==> src/rtl/mini_src_ctrl_pkg.sv <==
`default_nettype none
// ============================================================================
//  Module   : mini_src_ctrl_pkg
//  Purpose  : Shared encodings for the Mini SRC hardwired control unit:
//             opcodes, ALU operation codes, sequencer states and the
//             instruction class produced by the opcode decoder.
//  Revision : 1.0 - initial release
// ============================================================================
package mini_src_ctrl_pkg;

    localparam int unsigned OP_W  = 5;  // opcode field width, IR[31:27]
    localparam int unsigned ALU_W = 5;  // alu_control width

    // Opcodes (IR[31:27])
    localparam logic [OP_W-1:0] OP_ADD  = 5'b00011;
    localparam logic [OP_W-1:0] OP_SUB  = 5'b00100;
    localparam logic [OP_W-1:0] OP_AND  = 5'b00101;
    localparam logic [OP_W-1:0] OP_OR   = 5'b00110;
    localparam logic [OP_W-1:0] OP_ADDI = 5'b01100;
    localparam logic [OP_W-1:0] OP_ANDI = 5'b01101;
    localparam logic [OP_W-1:0] OP_ORI  = 5'b01110;
    localparam logic [OP_W-1:0] OP_MFHI = 5'b11000;
    localparam logic [OP_W-1:0] OP_MFLO = 5'b11001;
    localparam logic [OP_W-1:0] OP_NOP  = 5'b11010;
    localparam logic [OP_W-1:0] OP_HALT = 5'b11011;

    // ALU operation selects
    localparam logic [ALU_W-1:0] ALU_ADD  = 5'b00011;
    localparam logic [ALU_W-1:0] ALU_SUB  = 5'b00100;
    localparam logic [ALU_W-1:0] ALU_AND  = 5'b00101;
    localparam logic [ALU_W-1:0] ALU_OR   = 5'b00110;
    localparam logic [ALU_W-1:0] ALU_INC4 = 5'b10111;

    // Sequencer states; T0..T5 are consecutive codes 0111..1100
    typedef enum logic [3:0] {
        S_RST  = 4'b0000,
        T0     = 4'b0111,
        T1     = 4'b1000,
        T2     = 4'b1001,
        T3     = 4'b1010,
        T4     = 4'b1011,
        T5     = 4'b1100,
        S_HALT = 4'b1111
    } state_t;

    // Instruction classes; anything unrecognised decodes as CL_HALT
    typedef enum logic [2:0] {
        CL_RTYPE = 3'd0,
        CL_IMM   = 3'd1,
        CL_MFLO  = 3'd2,
        CL_MFHI  = 3'd3,
        CL_NOP   = 3'd4,
        CL_HALT  = 3'd5
    } op_class_t;

endpackage : mini_src_ctrl_pkg
`default_nettype wire

==> src/rtl/mini_src_op_decode.sv <==
`default_nettype none
// ============================================================================
//  Module   : mini_src_op_decode
//  Purpose  : Combinational opcode decoder. Maps IR[31:27] to an
//             instruction class and the ALU operation used in T4.
//  Ports    : i_opcode   - opcode field from IR
//             o_op_class - instruction class (RTYPE/IMM/MFLO/MFHI/NOP/HALT)
//             o_alu_op   - ALU select for RTYPE/IMM classes, 0 otherwise
//  Revision : 1.0 - initial release
// ============================================================================
module mini_src_op_decode
    import mini_src_ctrl_pkg::*;
(
    input  logic [OP_W-1:0]  i_opcode,
    output op_class_t        o_op_class,
    output logic [ALU_W-1:0] o_alu_op
);

    always_comb begin
        o_op_class = CL_HALT;
        o_alu_op   = '0;
        case (i_opcode)
            OP_ADD:  begin o_op_class = CL_RTYPE; o_alu_op = ALU_ADD; end
            OP_SUB:  begin o_op_class = CL_RTYPE; o_alu_op = ALU_SUB; end
            OP_AND:  begin o_op_class = CL_RTYPE; o_alu_op = ALU_AND; end
            OP_OR:   begin o_op_class = CL_RTYPE; o_alu_op = ALU_OR;  end
            // Immediates reuse the register-form ALU operation
            OP_ADDI: begin o_op_class = CL_IMM;   o_alu_op = ALU_ADD; end
            OP_ANDI: begin o_op_class = CL_IMM;   o_alu_op = ALU_AND; end
            OP_ORI:  begin o_op_class = CL_IMM;   o_alu_op = ALU_OR;  end
            OP_MFLO: o_op_class = CL_MFLO;
            OP_MFHI: o_op_class = CL_MFHI;
            OP_NOP:  o_op_class = CL_NOP;
            OP_HALT: o_op_class = CL_HALT;
            default: o_op_class = CL_HALT;
        endcase
    end

endmodule : mini_src_op_decode
`default_nettype wire

==> src/rtl/mini_src_control_unit.sv <==
`default_nettype none
// ============================================================================
//  Module   : mini_src_control_unit
//  Purpose  : Hardwired control sequencer for the Mini SRC datapath.
//             Fetch in T0..T2, per-opcode execute in T3..T5, then either
//             the next fetch or HALT. All control outputs are a
//             combinational function of the state and IR[31:27].
//  Ports    : clk          - system clock, rising edge
//             clr          - asynchronous active-high reset
//             ir           - IR contents read back from the datapath
//             stop         - request halt at the next instruction boundary
//             *out / Cout  - bus drivers (at most one high at a time)
//             *en          - register enables
//             Read, Write  - memory strobes (Write is never asserted)
//             Gra..BAout   - register-file select logic
//             alu_control  - ALU operation select
//             run          - high while sequencing, low in HALT
//             state        - current state encoding (debug)
//  Revision : 1.0 - initial release
// ============================================================================
module mini_src_control_unit
    import mini_src_ctrl_pkg::*;
#(
    parameter int OPW  = 5,
    parameter int ALUW = 5
) (
    input  logic            clk,
    input  logic            clr,
    input  logic [31:0]     ir,
    input  logic            stop,
    output logic            Pout,
    output logic            MDROut,
    output logic            HIout,
    output logic            LOout,
    output logic            ZHIout,
    output logic            ZLOout,
    output logic            Cout,
    output logic            Pen,
    output logic            IRen,
    output logic            MARen,
    output logic            MDRen,
    output logic            Yen,
    output logic            ZHIen,
    output logic            ZLOen,
    output logic            Read,
    output logic            Write,
    output logic            Gra,
    output logic            Grb,
    output logic            Grc,
    output logic            Rin,
    output logic            Rout,
    output logic            BAout,
    output logic [ALUW-1:0] alu_control,
    output logic            run,
    output logic [3:0]      state
);

    state_t            state_q, state_d;
    logic              stop_q, stop_d;
    op_class_t         w_class;
    logic [ALU_W-1:0]  w_alu_op;
    logic              w_halt_req;
    logic [OPW-1:0]    w_opcode;

    assign w_opcode = ir[31 -: OPW];

    // Operand fields are consumed by the datapath, not by the sequencer
    logic w_unused_ir;
    assign w_unused_ir = ^ir[31-OPW:0];

    mini_src_op_decode u_op_decode (
        .i_opcode   (OP_W'(w_opcode)),
        .o_op_class (w_class),
        .o_alu_op   (w_alu_op)
    );

    // A stop pulse is remembered until the instruction boundary, so a
    // request made mid-instruction is not lost. Only clr clears it, and
    // the boundary that consumes it enters HALT, which also needs clr.
    assign stop_d     = stop_q | stop;
    assign w_halt_req = stop_d;

    always_ff @(posedge clk or posedge clr) begin
        if (clr) begin
            state_q <= S_RST;
            stop_q  <= 1'b0;
        end else begin
            state_q <= state_d;
            stop_q  <= stop_d;
        end
    end

    // Next-state logic
    always_comb begin
        state_d = state_q;
        case (state_q)
            S_RST: state_d = T0;
            T0:    state_d = T1;
            T1:    state_d = T2;
            T2:    state_d = T3;
            T3: begin
                case (w_class)
                    CL_RTYPE, CL_IMM:          state_d = T4;
                    CL_MFLO, CL_MFHI, CL_NOP:  state_d = w_halt_req ? S_HALT : T0;
                    default:                   state_d = S_HALT;
                endcase
            end
            T4:     state_d = T5;
            T5:     state_d = w_halt_req ? S_HALT : T0;
            S_HALT: state_d = S_HALT;
            default: state_d = S_RST;
        endcase
    end

    // Control outputs
    always_comb begin
        Pout        = 1'b0;
        MDROut      = 1'b0;
        HIout       = 1'b0;
        LOout       = 1'b0;
        ZHIout      = 1'b0;
        ZLOout      = 1'b0;
        Cout        = 1'b0;
        Pen         = 1'b0;
        IRen        = 1'b0;
        MARen       = 1'b0;
        MDRen       = 1'b0;
        Yen         = 1'b0;
        ZHIen       = 1'b0;
        ZLOen       = 1'b0;
        Read        = 1'b0;
        Write       = 1'b0;
        Gra         = 1'b0;
        Grb         = 1'b0;
        Grc         = 1'b0;
        Rin         = 1'b0;
        Rout        = 1'b0;
        BAout       = 1'b0;
        alu_control = '0;
        case (state_q)
            T0: begin
                // MAR <- PC, Z <- PC + 4
                Pout        = 1'b1;
                MARen       = 1'b1;
                ZLOen       = 1'b1;
                alu_control = ALUW'(ALU_INC4);
            end
            T1: begin
                // PC <- Z, MDR <- M[MAR]
                ZLOout = 1'b1;
                Pen    = 1'b1;
                Read   = 1'b1;
                MDRen  = 1'b1;
            end
            T2: begin
                MDROut = 1'b1;
                IRen   = 1'b1;
            end
            T3: begin
                case (w_class)
                    CL_RTYPE, CL_IMM: begin
                        Grb  = 1'b1;
                        Rout = 1'b1;
                        Yen  = 1'b1;
                    end
                    CL_MFLO: begin
                        LOout = 1'b1;
                        Gra   = 1'b1;
                        Rin   = 1'b1;
                    end
                    CL_MFHI: begin
                        HIout = 1'b1;
                        Gra   = 1'b1;
                        Rin   = 1'b1;
                    end
                    default: ;
                endcase
            end
            T4: begin
                case (w_class)
                    CL_RTYPE: begin
                        Grc         = 1'b1;
                        Rout        = 1'b1;
                        ZLOen       = 1'b1;
                        ZHIen       = 1'b1;
                        alu_control = ALUW'(w_alu_op);
                    end
                    CL_IMM: begin
                        // Immediate comes from the sign-extended C field
                        Cout        = 1'b1;
                        ZLOen       = 1'b1;
                        alu_control = ALUW'(w_alu_op);
                    end
                    default: ;
                endcase
            end
            T5: begin
                if (w_class == CL_RTYPE || w_class == CL_IMM) begin
                    ZLOout = 1'b1;
                    Gra    = 1'b1;
                    Rin    = 1'b1;
                end
            end
            default: ;
        endcase
    end

    assign run   = (state_q != S_HALT);
    assign state = state_q;

endmodule : mini_src_control_unit
`default_nettype wire

==> config.mk <==
export PLATFORM = sky130hd
export DESIGN_NAME = mini_src_control_unit
export DESIGN_NICKNAME = d
export VERILOG_FILES = /design/src/rtl/mini_src_ctrl_pkg.sv /design/src/rtl/mini_src_op_decode.sv /design/src/rtl/mini_src_control_unit.sv
export SDC_FILE = /design/constraint.sdc
export NUM_CORES = 1
export LEC_CHECK = 0
export BUFFER_PORTS_ARGS = -buffer_cell sky130_fd_sc_hd__buf_2
export CAP_MARGIN = 10
export CORE_MARGIN = 4
export CORE_UTILIZATION = 32
export CTS_CLUSTER_SIZE = 8
export DETAILED_ROUTE_END_ITERATION = 16
export MAX_ROUTING_LAYER = met4
export PLACE_DENSITY = 0.75
export SYNTH_ARGS = -nofsm -noshare
export SYNTH_HDL_FRONTEND = slang
export SYNTH_SLANG_ARGS = --single-unit
export TNS_END_PERCENT = 5
==> constraint.sdc <==
create_clock -name clk -period 1.8 [get_ports clk]
set_input_delay 0.45 -clock clk [delete_from_list [all_inputs] [get_ports clk]]
set_output_delay 0.45 -clock clk [all_outputs]
set_load 0.03 [all_outputs]
Yosys cells after proc, flatten, opt, wreduce, memory -nomap -nowiden
Cells that the tools add are included.
{ "word_totals": {"ramBits": 0, "wordCells": 62, "output_inout_bits": 32, "ff_bits": 5, "latchBits": 0, "in_bits": 35, "memories": 0, "rom_bits": 0} }
{ "op_classes": {"n_mul": 0, "magnitude_cmp": 0, "n_shift": 0, "n_eq_ne": 22, "n_bitwise": 1, "muxes": 26, "reduce_logical": 11, "add_sub_neg": 0, "div_mod_pow": 0} }
{ "ops": {"columns": ["cell", "n"], "rows": [
  ["$pmux W4 S8", 1],
  ["$eq A4 B4 Y1 const B", 6],
  ["$eq A5 B3 Y1 const B", 3],
  ["$eq A5 B4 Y1 const B", 3],
  ["$eq A5 B5 Y1 const B", 3],
  ["$mux W1", 15],
  ["$pmux W3 S5", 1],
  ["$pmux W3 S4", 1],
  ["$pmux W5 S2", 1],
  ["$reduce_or A2 Y1", 5],
  ["$pmux W1 S2", 4],
  ["$pmux W4 S2", 1],
  ["$eq A3 B2 Y1 const B", 2],
  ["$reduce_or A3 Y1", 2],
  ["$eq A5 B2 Y1 const B", 1],
  ["$mux W5", 1],
  ["$eq A4 B3 Y1 const B", 1],
  ["$logic_not A4 Y1", 1],
  ["$mux W4", 1],
  ["$ne A4 B4 Y1 const B", 1],
  ["$reduce_or A4 Y1", 1],
  ["$eq A3 B1 Y1 const B", 1],
  ["$eq A3 B3 Y1 const B", 1],
  ["$logic_not A3 Y1", 1],
  ["other kinds (2)", 2]
]} }

Depth between registers and ports, before layout
Gate-level depths: netlist of the first run.
{ "depth": {"ltp_word": 7, "depth_mapped": 5, "ltp_nobuf": 3} }

Hierarchy
Synthesis of the first run repeated with hierarchy kept, for this count alone.
{ "unflattened": {"hier_cells": 99, "hier_area_um2": 708.2} }
{ "modules_own_cells": {"columns": ["module", "seq_area_each_um2", "cells_per_inst", "n_inst", "area_each_um2"], "rows": [
  ["mini_src_control_unit", 125.1, 73, 1, 544.3],
  ["mini_src_op_decode", 0.0, 26, 1, 163.9]
]} }

Least setup slack after synthesis of the first run
Ideal clock, no wire load.
{ "synth_path": {"kind": "register to output", "start": "reg state_q[3], in the netlist state[3]", "end": "out Rin", "arrival_time_ps": 2274, "path_stages_with_launch": 5, "required_ps": 1350, "slack_ps": -924, "n_path_buf": 2, "cell_sequence": "dfrtp_1 -> buf_2 -> or4bb_1 -> o21ai_0 -> buf_4"} }
{ "synth_via": {"elab_chain_cells": 2, "elab_cells_between_ends": 3, "classes_between": "eq/ne: 2; mux: 1"} }
{ "synth_rtl": {"columns": ["item", "line", "source"], "rows": [
  ["from (decl)", "mini_src_control_unit.sv:58", "state_t state_q, state_d;"],
  ["from (signal assigned)", "mini_src_control_unit.sv:88", "state_q <= state_d;"],
  ["$eq A4 B4 Y1", null, null],
  ["$pmux W1 S2 (*)", null, null],
  ["to (decl)", "mini_src_control_unit.sv:50", "output logic Rin,"]
]} }
Mark *: on every way between the ends. The rest lies on a longest branch, timed or not.

Worst setup path in the final report of the first run
{ "layout_path": {"start": "reg state_q[2], in the netlist state[2]", "end": "out HIout"} }
{ "layout_via": {"elab_chain_cells": 2} }
{ "layout_rtl": {"columns": ["item", "line", "source"], "rows": [
  ["$eq A4 B4 Y1", "mini_src_control_unit.sv:140", "case (state_q)"],
  ["$mux W1", "mini_src_control_unit.sv:140", null],
  ["to (decl)", "mini_src_control_unit.sv:33", "output logic HIout,"]
]} }
No other way between the ends.

==> results of run 1 <==
==> worst max-delay path: cells and delay by family (launching register included) <==
family                 cells  cell delay, ns
buffers and inverters      1            0.15
and+or+nand+nor            3            0.95
DFF                        1            0.39
==> sequential cells by signal (all words and copies together), names as in the netlist <==
register,flops
stop_q,1
state,4
==> cells by family (layout without fill, tap and decap cells) <==
family / Yosys count / count (layout) / share of synthesized area
and+or+nand+nor: 32 / 32 / 0.3054
xor gates and xnor gates: 3 / 3 / 0.03751
AOI/OAI and AO/OA: 25 / 25 / 0.2554
buffers and inverters: 25 / 68 / 0.2179
other: 1 / 4 / 0.005352
DFF: 5 / 5 / 0.1786
==> repair_timing <==
| item | CTS | global route |
|---|---|---|
| setup endpoints to repair | 24 | 24 |
| gates resized for setup | 43 | 6 |
| pin swaps | 8 | 3 |
==> final timing paths <==
check	startpoint	end	slack [ns]	cells past startpoint
hold / removal	clr	state[0]$_DFF_PP0_	0.09	2
max in group asynchronous	clr	state[3]$_DFF_PP0_	1.53	2
setup reg to reg	state[0]$_DFF_PP0_	state[2]$_DFF_PP0_	0.40	4
hold reg to reg	stop_q$_DFF_PP0_	stop_q$_DFF_PP0_	0.50	1
setup / recovery	state[2]$_DFF_PP0_	HIout	-0.37	4
min in group clk	stop	stop_q$_DFF_PP0_	0.45	2
==> where the power goes <==
group | internal (uW) | leakage, uW | total, uW | switching [uW]
clock network | 83.7 | 0.0000150 | 128 | 44.4
registers | 169 | 0.0000531 | 200 | 31.1
logic | 488 | 0.000512 | 1200 | 713
==> routing by layer <==
layer  track usage  vias to the layer above  wire, um
met3      0.008174                        0       100
li1              -                      400         -
met1        0.1882                      360       856
met2        0.2894                       25      1201
met4       0.06224                        0         0
met5             -                        -         0
==> synth_stat cells (2+ instances only) <==
master	n	share of area
a21oi_1	4	0.029
o21ai_0	8	0.057
or2_2	3	0.027
a311oi_1	2	0.025
nand2_1	6	0.032
nand3_1	4	0.029
buf_4	12	0.13
and2_1	2	0.018
inv_1	7	0.038
xnor2_1	3	0.038
and3_1	2	0.018
buf_2	5	0.036
dfrtp_1	5	0.18
nor3_1	2	0.014
nor2_1	2	0.011
==> layout make-up <==
type	instances	area (um2)	area share
Tap cell	27	33.78	0.02676
Timing Repair Buffer	57	460.4	0.3647
Multi-Input combinational cell	64	581.8	0.4609
Sequential cell	5	130.1	0.1031
Clock buffer	4	26.28	0.02081
Inverter	7	30.03	0.02379
==> per-stage QoR <==
stage / hold WS, ns / power (uW)
6_report: 0.09010 / 1530
5_1_grt: 0.1020 / 1635
4_1_cts: 0.08425 / 1511
3_5_place_dp: 0.3475 / 1267
3_3_place_gp: 0.3447 / 1221
2_1_floorplan: 0.2282 / 990.5
==> impl_metrics.sql, run 1 <==
INSERT INTO impl_metrics (metric_group, metric, value, unit) VALUES
('route', 'drt-total-wl', '2.158', 'mm'),
('pwr', 'irDropWorstVdd', '1.005', 'mV'),
('pwr', 'total_leakage_power', '0.0005797', 'uW'),
('pwr', 'power-per-cell-area', '1212', 'nW/um2'),
('finish', 'most-common-layout-cells', 'buf_4, buf_6, buf_2, inv_1, nand2_1', ''),
('clock_tree', 'post_cts_buffers', '0', ''),
('job', 'timing.max_cap.violations', '0', ''),
('timing', 'final_critical_path_setup_slack', '-0.3684', 'ns'),
('finish', 'antenna-diode-count', '0', ''),
('setup_path', 'critical_path_arrival', '1.72', 'ns'),
('setup_path', 'timing.critical_path.slowest_stage_cell', 'or4b_4', ''),
('route', 'drc', '0', ''),
('placed_design', 'placement.io_buffers', '35', ''),
('finish', 'nets', '173', ''),
('status', 'violations', 'negative setup slack', ''),
('setup_path', 'critical_path_required', '1.35', 'ns'),
('route', 'vias', '785', ''),
('finish', 'layout.cell_area.non_filler', '1262', 'um2'),
('setup_path', 'worstSetupEndpointType', 'output pin', ''),
('route', 'post_drt_wl_per_cell', '13.16', 'um'),
('finish', 'most_common_cell_after_layout_fill_and_taps_aside', 'buf_4', ''),
('route', 'route.detailed.vias_per_inst', '4.787', ''),
('placed_design', 'numPlacedInstances', '160', ''),
('logic_synthesis', 'post_synth_edffs', '0', ''),
('clock_tree', 'cts.htree.levels', '1', ''),
('logic_synthesis', 'yosys.cell_types.count', '39', ''),
('route', 'route.antenna.remaining_nets', '0', ''),
('finish', 'layout.core_utilization', '0.6244', ''),
('timing', 'final_min_period_over_clock_period', '1.205', ''),
('logic_synthesis', 'synth_async_sr_flop_share', '1.000', ''),
('die', 'design.core.area', '2022', 'um2'),
('clock_tree', 'clk_transition_reported_paths', '0.05', 'ns'),
('die', 'top_level_ports', '67', ''),
('setup_path', 'worstPathMaxFanout', '3', ''),
('logic_synthesis', 'ys_seq_elements', '5', ''),
('route', 'drt_pre_antenna_iters', '4', ''),
('logic_synthesis', 'synth_ff_type', 'dfrtp_1', ''),
('placed_design', 'dp_worst_setup_slack', '-0.3142', 'ns'),
('global_routing', 'overflow', '0', ''),
('setup_path', 'crit_type', 'flip-flop to output pin', ''),
('logic_synthesis', 'synthesis.yosys.warnings', '0', ''),
('global_routing', 'global_route.usage.total', '0.1621', ''),
('setup_path', 'startpoint_type', 'flip-flop', ''),
('clock_tree', 'cts_inserted_buffers', '3', ''),
('timing', 'final-setup-viol-count', '23', ''),
('logic_synthesis', 'syn-instance-count', '91', ''),
('clock_tree', 'cts-root-buf', 'clkbuf_4', ''),
('logic_synthesis', 'synthesis.area_per_instance', '7.700', 'um2'),
('die', 'dieArea', '3002', 'um2'),
('finish', 'finalNonFillerCells', '164', ''),
('timing', 'clock_skew', '0.006515', 'ns'),
('finish', 'layout-drive-gt1-share', '0.6715', ''),
('setup_path', 'cp_slowest_stage_delay', '0.53', 'ns'),
('finish', 'syn2layout_area_growth', '80.18', '%'),
('logic_synthesis', 'share_of_synthesized_area_occupied_by_flip_flops_and_latches', '0.1786', ''),
('global_routing', 'first_global_vias', '783', ''),
('clock_tree', 'worst_skew_pair_latency', '0.24', 'ns'),
('global_routing', 'grt_max_degree', '12', ''),
('die', 'fp.dieH', '54.80', 'um'),
('timing', 'hold_viol_final', '0', ''),
('die', 'count_of_standard_cell_rows', '16', ''),
('die', 'die_w', '54.80', 'um'),
('hold_path', 'hold_class', 'input port to async pin', ''),
('placed_design', 'routabilityCongestion', '0.8525', ''),
('die', 'start_util', '0.3465', ''),
('clock_tree', 'cts_tree', 'built', ''),
('logic_synthesis', 'netlist_area', '700.7', 'um2'),
('timing', 'final-max-slew-violation-count', '0', ''),
('clock_tree', 'cts.sink_count', '5', ''),
('timing', 'fin_setup_tns', '-5.691', 'ns'),
('placed_design', 'detailed_place.area', '1079', 'um2'),
('timing', 'grt_setup_unrepaired', 'true', ''),
('timing', 'clock.fmax', '0.4612', 'GHz'),
('status', 'outcome', 'finished with violations', ''),
('clock_tree', 'clockBufferDepth', '2', ''),
('clock_tree', 'cts_hold_buffers', '0', ''),
('timing', 'final_period_minus_worst_setup_slack', '2.168', 'ns'),
('global_routing', 'first_pass_grt_wire_length', '3.415', 'mm'),
('global_routing', 'antenna_found_initial', '0', ''),
('route', 'first_iter_violations', '19', ''),
('setup_path', 'crit_chain', 'and4bb_1, or4b_4, nor3_4, buf_6', ''),
('placed_design', 'place.detailed.hpwl', '1.742', 'mm'),
('finish', 'fill_cells', '175', '');
Power figures use the tool's default switching activity.
==> run 2: changes to the inputs <==
CAP_MARGIN = 20   (was 10)
CORE_UTILIZATION = 30   (was 32)
PLACE_DENSITY = 0.71   (was 0.75)
REMOVE_ABC_BUFFERS = 1   (was not set)
==> run 2 against run 1 <==
Largest cell class unchanged. Cell count is 1.2% higher. Register-to-register slack gained 0.03 ns. The run still ends with negative setup slack left. Global-route usage is 2.3 points lower. Critical path depth stayed put. Largest power group unchanged. Clock-buffer cell count is the same.
==> impl_metrics.sql, run 2 (same netlist as run 1, synthesis figures left out) <==
INSERT INTO impl_metrics (metric_group, metric, value, unit) VALUES
('pwr', 'irDropWorstVdd', '0.8821', 'mV'),
('global_routing', 'antenna_found_initial', '0', ''),
('die', 'dieArea', '3173', 'um2'),
('pwr', 'power_switching', '736.3', 'uW'),
('pwr', 'total_leakage_power', '0.0005710', 'uW'),
('clock_tree', 'cts_hold_buffers', '0', ''),
('pwr', 'power.total', '1442', 'uW'),
('setup_path', 'timing.rr.start', 'state[2]$_DFF_PP0_', ''),
('timing', 'hold_viol_final', '0', ''),
('pwr', 'share_comb_of_total_power', '0.782', ''),
('die', 'die_w', '56.33', 'um'),
('route', 'route.antenna.remaining_nets', '0', ''),
('pwr', 'power-per-cell-area', '1268', 'nW/um2'),
('route', 'drt_pre_antenna_iters', '2', ''),
('global_routing', 'first_pass_grt_wire_length', '3.553', 'mm'),
('route', 'vias', '811', ''),
('finish', 'syn2layout_area_growth', '62.32', '%'),
('finish', 'antenna-diode-count', '0', ''),
('clock_tree', 'cts-root-buf', 'clkbuf_4', ''),
('timing', 'final-setup-viol-count', '23', ''),
('placed_design', 'place.detailed.hpwl', '1.700', 'mm'),
('setup_path', 'rr_endpoint', 'state[2]$_DFF_PP0_', ''),
('timing', 'final_period_minus_worst_setup_slack', '2.144', 'ns'),
('job', 'timing.max_cap.violations', '0', ''),
('finish', 'nets', '174', ''),
('timing', 'max-slew-margin-rel', '0.6304', ''),
('setup_path', 'worstPathMaxFanout', '3', ''),
('finish', 'largest_register_ff_count', '4', ''),
('route', 'route.detailed.vias_per_inst', '4.886', ''),
('hold_path', 'hold_class', 'input port to async pin', ''),
('die', 'design.core.area', '2212', 'um2'),
('route', 'post_drt_wl_per_cell', '13.14', 'um'),
('placed_design', 'placement.io_buffers', '35', ''),
('timing', 'tightestPinTransition', '0.5527', 'ns'),
('route', 'drt-total-wl', '2.182', 'mm'),
('global_routing', 'grt_max_degree', '12', ''),
('die', 'start_util', '0.3167', ''),
('setup_path', 'critical_path_arrival', '1.69', 'ns'),
('clock_tree', 'cts.htree.levels', '1', ''),
('pwr', 'share_clk_of_total_power', '0.092', ''),
('clock_tree', 'cts.sink_count', '5', ''),
('global_routing', 'first_global_vias', '830', ''),
('timing', 'clock_skew', '0.008405', 'ns'),
('timing', 'grt_setup_unrepaired', 'true', ''),
('placed_design', 'routabilityCongestion', '0.8658', ''),
('clock_tree', 'clockBufferDepth', '2', ''),
('route', 'drc', '0', ''),
('die', 'count_of_standard_cell_rows', '17', ''),
('clock_tree', 'cts_inserted_buffers', '3', ''),
('finish', 'most_common_cell_after_layout_fill_and_taps_aside', 'buf_4', ''),
('clock_tree', 'cts_tree', 'built', ''),
('setup_path', 'worstSetupEndpointType', 'output pin', ''),
('clock_tree', 'clk_transition_reported_paths', '0.05', 'ns'),
('clock_tree', 'post_cts_buffers', '0', ''),
('setup_path', 'crit_type', 'flip-flop to output pin', ''),
('timing', 'clock.fmax', '0.4663', 'GHz'),
('timing', 'fin_setup_tns', '-4.670', 'ns'),
('setup_path', 'ff2ff_setup_slack', '0.43', 'ns'),
('timing', 'final-max-slew-violation-count', '0', ''),
('clock_tree', 'worst_skew_pair_latency', '0.24', 'ns'),
('setup_path', 'worst-r2r-cell-count', '4', ''),
('setup_path', 'critical_path_required', '1.35', 'ns'),
('setup_path', 'startpoint_type', 'flip-flop', ''),
('die', 'top_level_ports', '67', ''),
('route', 'first_iter_violations', '12', ''),
('finish', 'most-common-layout-cells', 'buf_4, buf_2, inv_1, buf_6, nand2_1', ''),
('pwr', 'p_int', '705.4', 'uW'),
('die', 'fp.dieH', '56.33', 'um'),
('global_routing', 'global_route.usage.total', '0.1388', ''),
('global_routing', 'overflow', '0', ''),
('timing', 'final.hold.worst_slack', '0.09218', 'ns'),
('status', 'outcome', 'finished with violations', ''),
('timing', 'final_min_period_over_clock_period', '1.191', ''),
('finish', 'layout-drive-gt1-share', '0.5725', ''),
('timing', 'final_critical_path_setup_slack', '-0.3444', 'ns'),
('status', 'violations', 'negative setup slack', ''),
('pwr', 'power.share.switching', '0.5107', ''),
('pwr', 'p_seq_frac', '0.126', '');
run 2: repair_timing:
action                                 CTS  global route
setup endpoints to repair               24            24
endpoints found under the hold margin    0             0
resized for setup                       26            22
pin swaps                                2             7
run 2: worst max-delay path by stage:
stage	from	to	slack, ns	cells past startpoint
after detailed placement	ir[30]	Grc	-0.31	6
after global routing	state[2]$_DFF_PP0_	HIout	-0.41	4
after global placement	ir[28]	HIout	-0.29	5
final	state[2]$_DFF_PP0_	HIout	-0.34	4
after CTS	state[0]$_DFF_PP0_	HIout	-0.37	4
after floorplan	state[3]$_DFF_PP0_	Gra	-1.11	2
run 2: cell type report:
cell class	count	area, um2
clock buffers	4	26.28
fillers	233	1075
inverters	7	26.28
multi-input cells	64	495.5
flip-flops and latches	5	125.1
well taps	28	35.03
repair buffers	58	429.2
run 2: stage by stage:
| step | std cells | cell area (um2) | worst slack (ns) | util |
|---|---|---|---|---|
| 2_1_floorplan | 76 | 585.6 | -1.108 | - |
| 3_3_place_gp | 162 | 968.4 | -0.2939 | 0.4378 |
| 3_5_place_dp | 162 | 968.4 | -0.3118 | 0.4378 |
| 4_1_cts | 166 | 1064 | -0.3700 | 0.4808 |
| 5_1_grt | 166 | 1137 | -0.4137 | 0.5141 |
| 6_report | 166 | 1137 | -0.3444 | 0.5141 |
run 2: worst max-delay path, cell delays in order, from the launching register on:
cell      delay (ns)
dfrtp_1         0.37
and4bb_1        0.28
or4b_4          0.51
nor3_4          0.14
buf_6           0.15
run 2: layer usage:
metal,vias to the layer above,part of all wire,global-route usage
li1,402,-,-
met1,383,0.40,0.1561
met2,24,0.53,0.2354
met3,2,0.069,0.02989
met4,0,0.0037,0.06102
met5,-,0,-
run 2: power groups by stage:
stage          registers, uW  clock network, uW  logic (uW)
6_report                 181                132        1130
5_1_grt                  187                143        1210
4_1_cts                  183                135        1070
3_5_place_dp             185                  0        1010
3_3_place_gp             181                  0         982
2_1_floorplan            359                  0         440
